<file path="src/rtl/pwm_pulse_counter.sv">
// Programmable pulse generator: a WIDTH-bit counter runs over a latched period P,
// driving a pulse that is high for the first H enabled cycles of each period.
module pwm_pulse_counter #(
    parameter int unsigned WIDTH = 8
) (
    input  logic             i_clk,
    input  logic             i_rst,
    input  logic             i_en,
    input  logic             i_mode,
    input  logic             i_start,
    input  logic             i_stop,
    input  logic [WIDTH-1:0] i_period,
    input  logic [WIDTH-1:0] i_high,
    output logic [WIDTH-1:0] o_q,
    output logic             o_pulse,
    output logic             o_busy,
    output logic             o_tc
);

    typedef enum logic [0:0] {StIdle, StRun} state_e;

    state_e           state_q, state_d;
    logic [WIDTH-1:0] q_q, q_d;
    logic [WIDTH-1:0] period_q, period_d;
    logic [WIDTH-1:0] high_q, high_d;
    logic             mode_q, mode_d;
    logic             pulse_q, pulse_d;

    logic             at_tc;
    logic [WIDTH:0]   q_inc;
    logic             inc_below_high;

    assign at_tc          = (q_q == period_q);
    // One extra bit keeps the increment from aliasing to zero at the top of the range.
    assign q_inc          = {1'b0, q_q} + {{WIDTH{1'b0}}, 1'b1};
    assign inc_below_high = (q_inc < {1'b0, high_q});

    always_comb begin
        state_d  = state_q;
        q_d      = q_q;
        period_d = period_q;
        high_d   = high_q;
        mode_d   = mode_q;
        pulse_d  = pulse_q;

        if (i_stop) begin
            state_d = StIdle;
            q_d     = '0;
            pulse_d = 1'b0;
        end else if (i_start) begin
            state_d  = StRun;
            q_d      = '0;
            period_d = i_period;
            high_d   = i_high;
            mode_d   = i_mode;
            pulse_d  = (i_high != '0);
        end else if ((state_q == StRun) && i_en) begin
            if (at_tc) begin
                q_d = '0;
                if (mode_q) begin
                    state_d = StIdle;
                    pulse_d = 1'b0;
                end else begin
                    pulse_d = (high_q != '0);
                end
            end else begin
                q_d     = q_inc[WIDTH-1:0];
                pulse_d = inc_below_high;
            end
        end
    end

    always_ff @(posedge i_clk) begin
        if (i_rst) begin
            state_q  <= StIdle;
            q_q      <= '0;
            period_q <= '0;
            high_q   <= '0;
            mode_q   <= 1'b0;
            pulse_q  <= 1'b0;
        end else begin
            state_q  <= state_d;
            q_q      <= q_d;
            period_q <= period_d;
            high_q   <= high_d;
            mode_q   <= mode_d;
            pulse_q  <= pulse_d;
        end
    end

    assign o_q     = q_q;
    assign o_pulse = pulse_q;
    assign o_busy  = (state_q == StRun);
    assign o_tc    = o_busy & i_en & at_tc;

endmodule
</file>
<file path="config.mk">
export PLATFORM = sky130hd
export DESIGN_NAME = pwm_pulse_counter
export DESIGN_NICKNAME = d
export VERILOG_FILES = /design/src/rtl/pwm_pulse_counter.sv
export SDC_FILE = /design/constraint.sdc
export NUM_CORES = 1
export LEC_CHECK = 0
export CAP_MARGIN = 10
export CORE_MARGIN = 2
export CORE_UTILIZATION = 60
export CTS_CLUSTER_SIZE = 30
export DETAILED_ROUTE_END_ITERATION = 6
export DONT_BUFFER_PORTS = 1
export GPL_ROUTABILITY_DRIVEN = 0
export GPL_TIMING_DRIVEN = 0
export PLACE_DENSITY = 0.77
export REMOVE_ABC_BUFFERS = 1
export SLEW_MARGIN = 20
export SYNTH_ARGS = -nofsm -noshare
export SYNTH_HDL_FRONTEND = slang
export SYNTH_SLANG_ARGS = --single-unit
</file>
<file path="constraint.sdc">
create_clock -name i_clk -period 4.1 [get_ports i_clk]
set_input_delay 0.41 -clock i_clk [delete_from_list [all_inputs] [get_ports i_clk]]
set_output_delay 0.41 -clock i_clk [all_outputs]
set_load 0.02 [all_outputs]
</file>
== Word-level counts from Yosys, hierarchy flattened ==
Index checks and enable logic that the tools add are counted.

* Equality and inequality tests: 1
* $lt $le $gt $ge: 1
* Mux-type cells: 9
* Reduce and logical (&&, ||, !) cells: 10
* Add/sub/neg operators: 1
* Bitwise logic cells: 3

{| class="wikitable"
|+ Operators with widths
! operator !! number
|-
| $reduce_bool 8->1 || 2
|-
| $add 8x1->9 const B || 1
|-
| $lt 9x8->1 || 1
|-
| $eq 8x8->1 || 1
|-
| $mux 1 || 8
|-
| $mux 8 || 1
|-
| $reduce_bool 2->1 || 3
|-
| $reduce_and 3->1 || 1
|-
| $reduce_or 3->1 || 1
|-
| $and 1x1->1 || 2
|-
| $reduce_and 2->1 || 1
|-
| $reduce_or 2->1 || 1
|-
| $logic_and 1x1->1 || 1
|-
| $not 1->1 || 1
|}

* Bits in registers: 27
* Bits of input ports: 22
* Word-level logic and storage cells: 31

== Longest topological paths before layout ==
Gate-level depths: netlist (run 1).

* Depth after elaboration: 5
* Mapped depth: 10
* Depth with buffers taken out: 9

== Worst setup path after synthesis (run 1) ==
OpenSTA, ideal clock, no wires.

* Kind: reg2reg
* From: reg q_q[4] (netlist: o_q[4])
* To: reg pulse_q (netlist: o_pulse)
* Setup slack: 1.871 ns
* Arrival time: 2.108 ns
* Stages on the path, launching flop included: 11
* Data required time: 3.978 ns
* Path buffers: 1
* Clock period less this slack: 2.229 ns
* Path through: dfxtp_1 > clkbuf_1 > and4_1 > nand2_1 > xnor2_1 > ha_1 > o21a_1 > o21ai_0 > o21ai_0 > a31oi_1 > o311a_1

* Cells in the longest elaborated chain, start to end: 5
* Elaborated cells on any way between the ends: 6
* Those cells by class: add/sub: 1; order compare: 1; eq/ne: 1; mux: 3

{| class="wikitable"
|+ Ends and longest elaborated chain
! item !! RTL line !! RTL
|-
| start: declaration || 23 || <nowiki>logic [WIDTH-1:0] q_q, q_d;</nowiki>
|-
| start signal: assignment || 83 || <nowiki>q_q <= q_d;</nowiki>
|-
| $add 8x1->9 || 35 || <nowiki>assign q_inc = {1'b0, q_q} + {{WIDTH{1'b0}}, 1'b1};</nowiki>
|-
| $lt 9x8->1 || 36 || <nowiki>assign inc_below_high = (q_inc < {1'b0, high_q});</nowiki>
|-
| $mux 1 (*) || 58 || <nowiki>if (at_tc) begin</nowiki>
|-
| $mux 1 (*) || 57 || <nowiki>end else if ((state_q == StRun) && i_en) begin</nowiki>
|-
| $mux 1 (*) || 50 || <nowiki>end else if (i_start) begin</nowiki>
|-
| end signal: assignment || 87 || <nowiki>pulse_q <= pulse_d;</nowiki>
|-
| end: declaration || 27 || <nowiki>logic pulse_q, pulse_d;</nowiki>
|}

Mark *: on every way between the ends. The rest lies on a longest branch, timed or not. The select of a mux whose other input is x is not followed.
A chain may end at the register's enable or synchronous reset.

== Worst setup path in the final report (run 1) ==
* From: reg q_q[0] (netlist: o_q[0])
* To: reg pulse_q (netlist: o_pulse)

The elaborated chain is that of the path after synthesis.

==> results of run 1 <==
-- cells in the final DEF, fill, tap and decap left out, types with 3 or more instances in the layout --
cell / n
a21oi_1: 24
and3_1: 4
clkbuf_4: 3
dfxtp_1: 27
ha_1: 8
inv_1: 8
nand2_1: 49
nand3_1: 11
nor2_1: 3
nor3_1: 4
nor4_1: 7
o21ai_0: 6
xnor2_1: 5
xor2_1: 9
-- state kept, by name, summed over array words and instances, names as in the netlist --
register and cells:
high_q 8, mode_q 1, o_q 8, period_q 8, o_pulse 1, o_busy 1
-- cells by family (layout without fill, tap and decap cells) --
family,count (synthesis),in the layout,share of synthesized area (%)
adders and majority gates,8,8,6.80
xor gates and xnor gates,14,14,8.33
buffers and inverters,20,12,5.86
and+or+nand+nor,88,88,27.7
AOI/OAI and AO/OA,38,38,14.6
DFF,27,27,36.7
-- area by class of cell --
class,instances,area (µm²)
inverter,8,30.0
sequential,27,541
fill,206,798
tap,28,35.0
multi-input combinational,148,846
clock buffer,4,26.3
-- worst max-delay path by stage --
stage / to / slack, ns / cells past startpoint
floorplan: o_pulse$_SDFFE_PP0P_ / 1.86 / 9
detailed placement: o_pulse$_SDFFE_PP0P_ / 1.56 / 9
global placement: o_pulse$_SDFFE_PP0P_ / 1.61 / 9
finish: o_pulse$_SDFFE_PP0P_ / 1.49 / 9
CTS: o_pulse$_SDFFE_PP0P_ / 1.52 / 9
global route: o_tc / 1.31 / 4
-- Yosys cell counts (all sizes together), types with 2 or more instances --
cell type | count | area share, %
or4 | 2 | 1.0
ha | 8 | 6.8
clkbuf | 7 | 1.8
and3 | 4 | 1.7
nand3 | 11 | 3.7
nor3 | 4 | 1.4
dfxtp | 27 | 37
nand4 | 2 | 0.85
inv | 8 | 2.0
xor2 | 9 | 5.4
xnor2 | 5 | 3.0
o21ai | 6 | 2.0
a21oi | 24 | 8.2
buf | 5 | 2.0
nor4 | 7 | 3.0
nand2 | 49 | 12
nor2 | 3 | 0.76
-- power groups by stage --
| stage | Sequential [µW] | Clock (µW) | Combinational [µW] |
|---|---|---|---|
| final | 279 | 116 | 43.6 |
| after global routing | 280 | 125 | 50.3 |
| after CTS | 279 | 117 | 43.9 |
| after detailed placement | 285 | 0 | 43.8 |
| after global placement | 284 | 0 | 41.8 |
| after floorplan | 283 | 0 | 34.0 |
-- per-stage QoR --
| step | setup WS, ns | power (µW) | hold WS (ns) | cells |
|---|---|---|---|---|
| after floorplan | 1.86 | 317 | 0.442 | 183 |
| after global placement | 1.61 | 326 | 0.450 | 211 |
| after detailed placement | 1.56 | 329 | 0.454 | 211 |
| after CTS | 1.52 | 440 | 0.126 | 215 |
| after global routing | 1.31 | 455 | 0.114 | 215 |
| final | 1.49 | 438 | 0.131 | 215 |
-- worst max-delay path, stage by stage, from the launching register on --
cell and delay (ns):
dfxtp_1 0.66, ha_1 0.37, nand3_1 0.17, xnor2_1 0.19, ha_1 0.31, a211o_1 0.30, a21oi_1 0.11, o21ai_0 0.09
a31oi_1 0.18, o311a_1 0.18
-- metal layers --
layer,vias up,wire (µm),GRT usage [%]
met5,-,0,0
met4,0,13,8.97
met3,2,208,3.33
met2,42,1510,38.9
met1,609,1420,33.9
li1,652,-,-
==> impl_metrics.yaml, run 1 <==
outcome:
  run_status: "finished clean"
logic_synthesis:
  synth_ff_type: "dfxtp_1"
  synthCells: 195
  ys_seq_area_share_pct: 36.7
  synth.avg_cell_area_um2: 7.55
  synthArstFlopShare_pct: 0
  netlist_area_mm2: 0.00147
  synth_cell_type_count: 33
  ys_ff_latch: 27
  synth_edf_count: 0
  ys_warn_count: 0
cells_and_area:
  n_antenna_cell: 0
  fin_util_pct: 64.9
  nNetsFinal: 218
  finalInstanceArea_mm2: 0.00148
  syn2layout_area_growth_pct: 0.340
  layout-drive-gt1-share_pct: 1.60
sta:
  fin_crit_sh_pct: 63.6
  setup_viol: 0
  period_needed_ns: 2.61
  timing.fmax_ghz: 0.383
  worst_pin_slew_ns: 1.07
  rsz0062_at_grt: "false"
  maxSlewHeadroom_pct: 28.2
  finalSetupTns_ns: 0
  finalMaxSlewViolations: 0
  finalHoldViolCount: 0
  fin_skew_ns: 0.00318
clock_network:
  clk_pin_slew_ns: 0.14
  clk_latency_ns: 0.32
  cts_buffers: 3
  htreeDepth: 1
  cts-resized-gates: 0
  clockBufferDepth: 2
  cts_tree: "done"
  cts-root-buf: "clkbuf_4"
  clock-sinks: 27
  cts_hold_buf: 0
  postCtsSetupBuffers: 0
pwr:
  ir_drop_v: 0.000228
  clkPwrFrac_pct: 26.4
  p_int_uw: 325
  p_leak_uw: 0.000601
  cellPowerDensity_mw_per_mm2: 297
  netSwitchingFraction_pct: 25.9
  sequentialPowerShare_pct: 63.6
  p_sw_uw: 113
  pwr-share-comb_pct: 9.9
placement:
  hpwl_um: 2300
  post_dp_cell_area_mm2: 0.00145
  portBuffers: 0
global_routing:
  grt_pass1_wl_um: 5140
  grt_pass1_vias: 1125
  overflow: 0
  grt_max_degree: 22
  antenna_found_initial: 0
  grt_usage_pct: 24.5
worst_setup_path:
  crit_path_end_kind: "register"
  r2r_slack_ns: 1.49
  path_class: "reg -> reg"
  crit_path_start_kind: "register"
  r2r_start: "o_q[0]$_SDFFE_PP0P_"
  arrival_ns: 2.89
  cp.required_ns: 4.38
  cp_max_fo: 9
  reg2reg_to: "o_pulse$_SDFFE_PP0P_"
  crit_path_start: "o_q[0]$_SDFFE_PP0P_"
  rr_worst_depth: 9
die:
  fp.dieArea_mm2: 0.00287
  die_w_um: 53.5
  start_util_pct: 64.7
  rows: 17
  io_pins: 33
  die_h_um: 53.5
  core_mm2: 0.00228
hold_path:
  hold_path_end: "period_q[7]$_SDFFE_PP0P_"
  hp-start: "i_rst"
  hp-class: "in -> reg"
  hold_depth: 1
drt:
  drc_errors: 0
  vias: 1305
  drt-initial-drc-count: 39
  wl_per_cell_um: 14.6
  wirelength_um: 3150
  ant_nets: 0
  vias_per_cell: 6.07
  first_pass_iters: 4
run:
  cap_violations: 0
Note: power is estimated with default switching activity, not from simulation.
==> run 2: changes to the inputs <==
==> constraint.sdc (replaced) <==
create_clock -name i_clk -period 2.45 [get_ports i_clk]
set_input_delay 0.245 -clock i_clk [delete_from_list [all_inputs] [get_ports i_clk]]
set_output_delay 0.245 -clock i_clk [all_outputs]
set_load 0.02 [all_outputs]
==> run 2 against run 1 <==
Largest power group unchanged. Maximum frequency rose by 14%. First-iteration DRC count fell by 26%. Die area did not move. Clock-buffer cell count did not move. Sequential share of layout area fell by 0.088 points. Non-clock buffer count rose by 2. Worst setup slack got worse by 1.3 ns. Utilization rose by 1.8 points. Power rose by 70%. Wire length rose by 3.8%. Worst hold slack got worse by 0.097 ns. Global-route usage rose by 0.70 points.
==> impl_metrics.yaml, run 2 (synthesis gave the netlist of run 1 again) <==
outcome:
  run_status: "finished clean"
sta:
  fin_skew_ns: 0.000754
  holdWs_ns: 0.0332
  setup_ws_ns: 0.167
  period_needed_ns: 2.28
  fin_crit_sh_pct: 93.2
  setup_viol: 0
  maxSlewHeadroom_pct: 34.9
  worst_pin_slew_ns: 0.969
  finalMaxSlewViolations: 0
  rsz0062_at_grt: "false"
  finalHoldViolCount: 0
  timing.fmax_ghz: 0.438
run:
  cap_violations: 0
worst_setup_path:
  arrival_ns: 2.51
  path_class: "reg -> reg"
  cp_slowest_cell: "dfxtp_2"
  cp.required_ns: 2.68
  crit_path_end_kind: "register"
  cp_max_fo: 10
  r2r_slack_ns: 0.17
  slowest_delay_ns: 0.53
  cp_common_cell: "o21ai_0"
  crit_path_start_kind: "register"
  path_cells: "and4_1 -> nand2_1 -> xnor2_1 -> ha_1 -> o21a_1 -> o21ai_0 -> o21ai_0 -> a31oi_1 -> o311a_1"
pwr:
  power_uw: 743
  cellPowerDensity_mw_per_mm2: 489
  ir_drop_v: 0.000382
  p_leak_uw: 0.000610
clock_network:
  cts-root-buf: "clkbuf_4"
  clock-sinks: 27
  htreeDepth: 1
  clk_pin_slew_ns: 0.15
  cts_buffers: 3
  clockBufferDepth: 2
  clk_latency_ns: 0.32
  cts_tree: "done"
  postCtsSetupBuffers: 0
drt:
  vias: 1346
  drc_errors: 0
  wirelength_um: 3270
  vias_per_cell: 6.20
  wl_per_cell_um: 15.1
  ant_nets: 0
  drt-initial-drc-count: 29
  first_pass_iters: 5
global_routing:
  overflow: 0
  grt_usage_pct: 25.2
  antenna_found_initial: 0
  grt_pass1_wl_um: 5260
  grt_max_degree: 19
  grt_pass1_vias: 1131
die:
  io_pins: 33
  die_w_um: 53.5
  fp.dieArea_mm2: 0.00287
  die_h_um: 53.5
  rows: 17
  start_util_pct: 64.7
  core_mm2: 0.00228
cells_and_area:
  fill_cells: 201
  n_antenna_cell: 0
  layout-drive-gt1-share_pct: 6.88
  final_common_cell: "nand2_1"
  nNetsFinal: 220
  layout_common_cells: "nand2_1, a21oi_1, dfxtp_1"
  syn2layout_area_growth_pct: 3.14
placement:
  place_ws_ns: -0.0906
  hpwl_um: 2300
  portBuffers: 0
hold_path:
  hp-class: "in -> reg"
[run 2: cell types whose count changed in the layout (fill, tap and decap cells not counted)]
cell and change:
dfxtp_1 -7, dfxtp_2 +5, dfxtp_4 +2, dlygate4sd3_1 +2, nor2_1 -2, nor2_2 +2, ha_1 -1, ha_2 +1
[run 2: power breakdown]
part / leakage, µW / total (µW) / switching [µW] / internal [µW]
combinational: 0.000371 / 82.1 / 53.5 / 28.6
sequential: 0.000224 / 465 / 13.2 / 452
clock: 0.0000150 / 196 / 133 / 63.7
total: 0.000610 / 743 / 199 / 544
[run 2: what timing repair did]
action | CTS | global route
endpoints found under the hold margin | 18 | 0
hold buffers | 2 | 0
resized for setup | 3 | 8
setup endpoints to repair | 1 | 2
[run 2: worst max-delay path: cells and delay by family (launching register included)]
kind	cells	cell delay, ns
compound gates	5	0.81
flops	1	0.53
simple gates	2	0.39
fa+ha+maj	1	0.30
xor+xnor	1	0.15
[run 2: area by class of cell]
| cell class | instances | area (µm²) | area share (%) |
|---|---|---|---|
| multi-input combinational | 148 | 853 | 56.2 |
| inverter | 8 | 30.0 | 1.98 |
| timing repair buffer | 2 | 20.0 | 1.32 |
| sequential | 27 | 554 | 36.5 |
| clock buffer | 4 | 26.3 | 1.73 |
| tap | 28 | 35.0 | 2.31 |
[run 2: worst paths after layout]
path | from | endpoint | depth (start not counted)
max | o_q[2]$_SDFFE_PP0P_ | o_pulse$_SDFFE_PP0P_ | 9
min | i_period[6] | period_q[6]$_SDFFE_PP0P_ | 2
max reg2reg | o_q[2]$_SDFFE_PP0P_ | o_pulse$_SDFFE_PP0P_ | 9
min reg2reg | period_q[6]$_SDFFE_PP0P_ | period_q[6]$_SDFFE_PP0P_ | 2
[run 2: metal layers]
metal	GRT usage (%)	up-vias	part of all wire (%)
li1	-	658	-
met1	34.5	642	47
met2	40.1	44	46
met3	3.89	2	6.2
met4	8.97	0	0.77
met5	0	-	0
[run 2: per-stage QoR]
stage | cells | cell area [µm²] | utilization [%] | TNS [ns]
floorplan | 183 | 1420 | - | 0
global placement | 211 | 1450 | 63.8 | -0.0422
detailed placement | 211 | 1450 | 63.8 | -0.0906
CTS | 217 | 1500 | 66.0 | 0
global route | 217 | 1520 | 66.7 | 0
finish | 217 | 1520 | 66.7 | 0
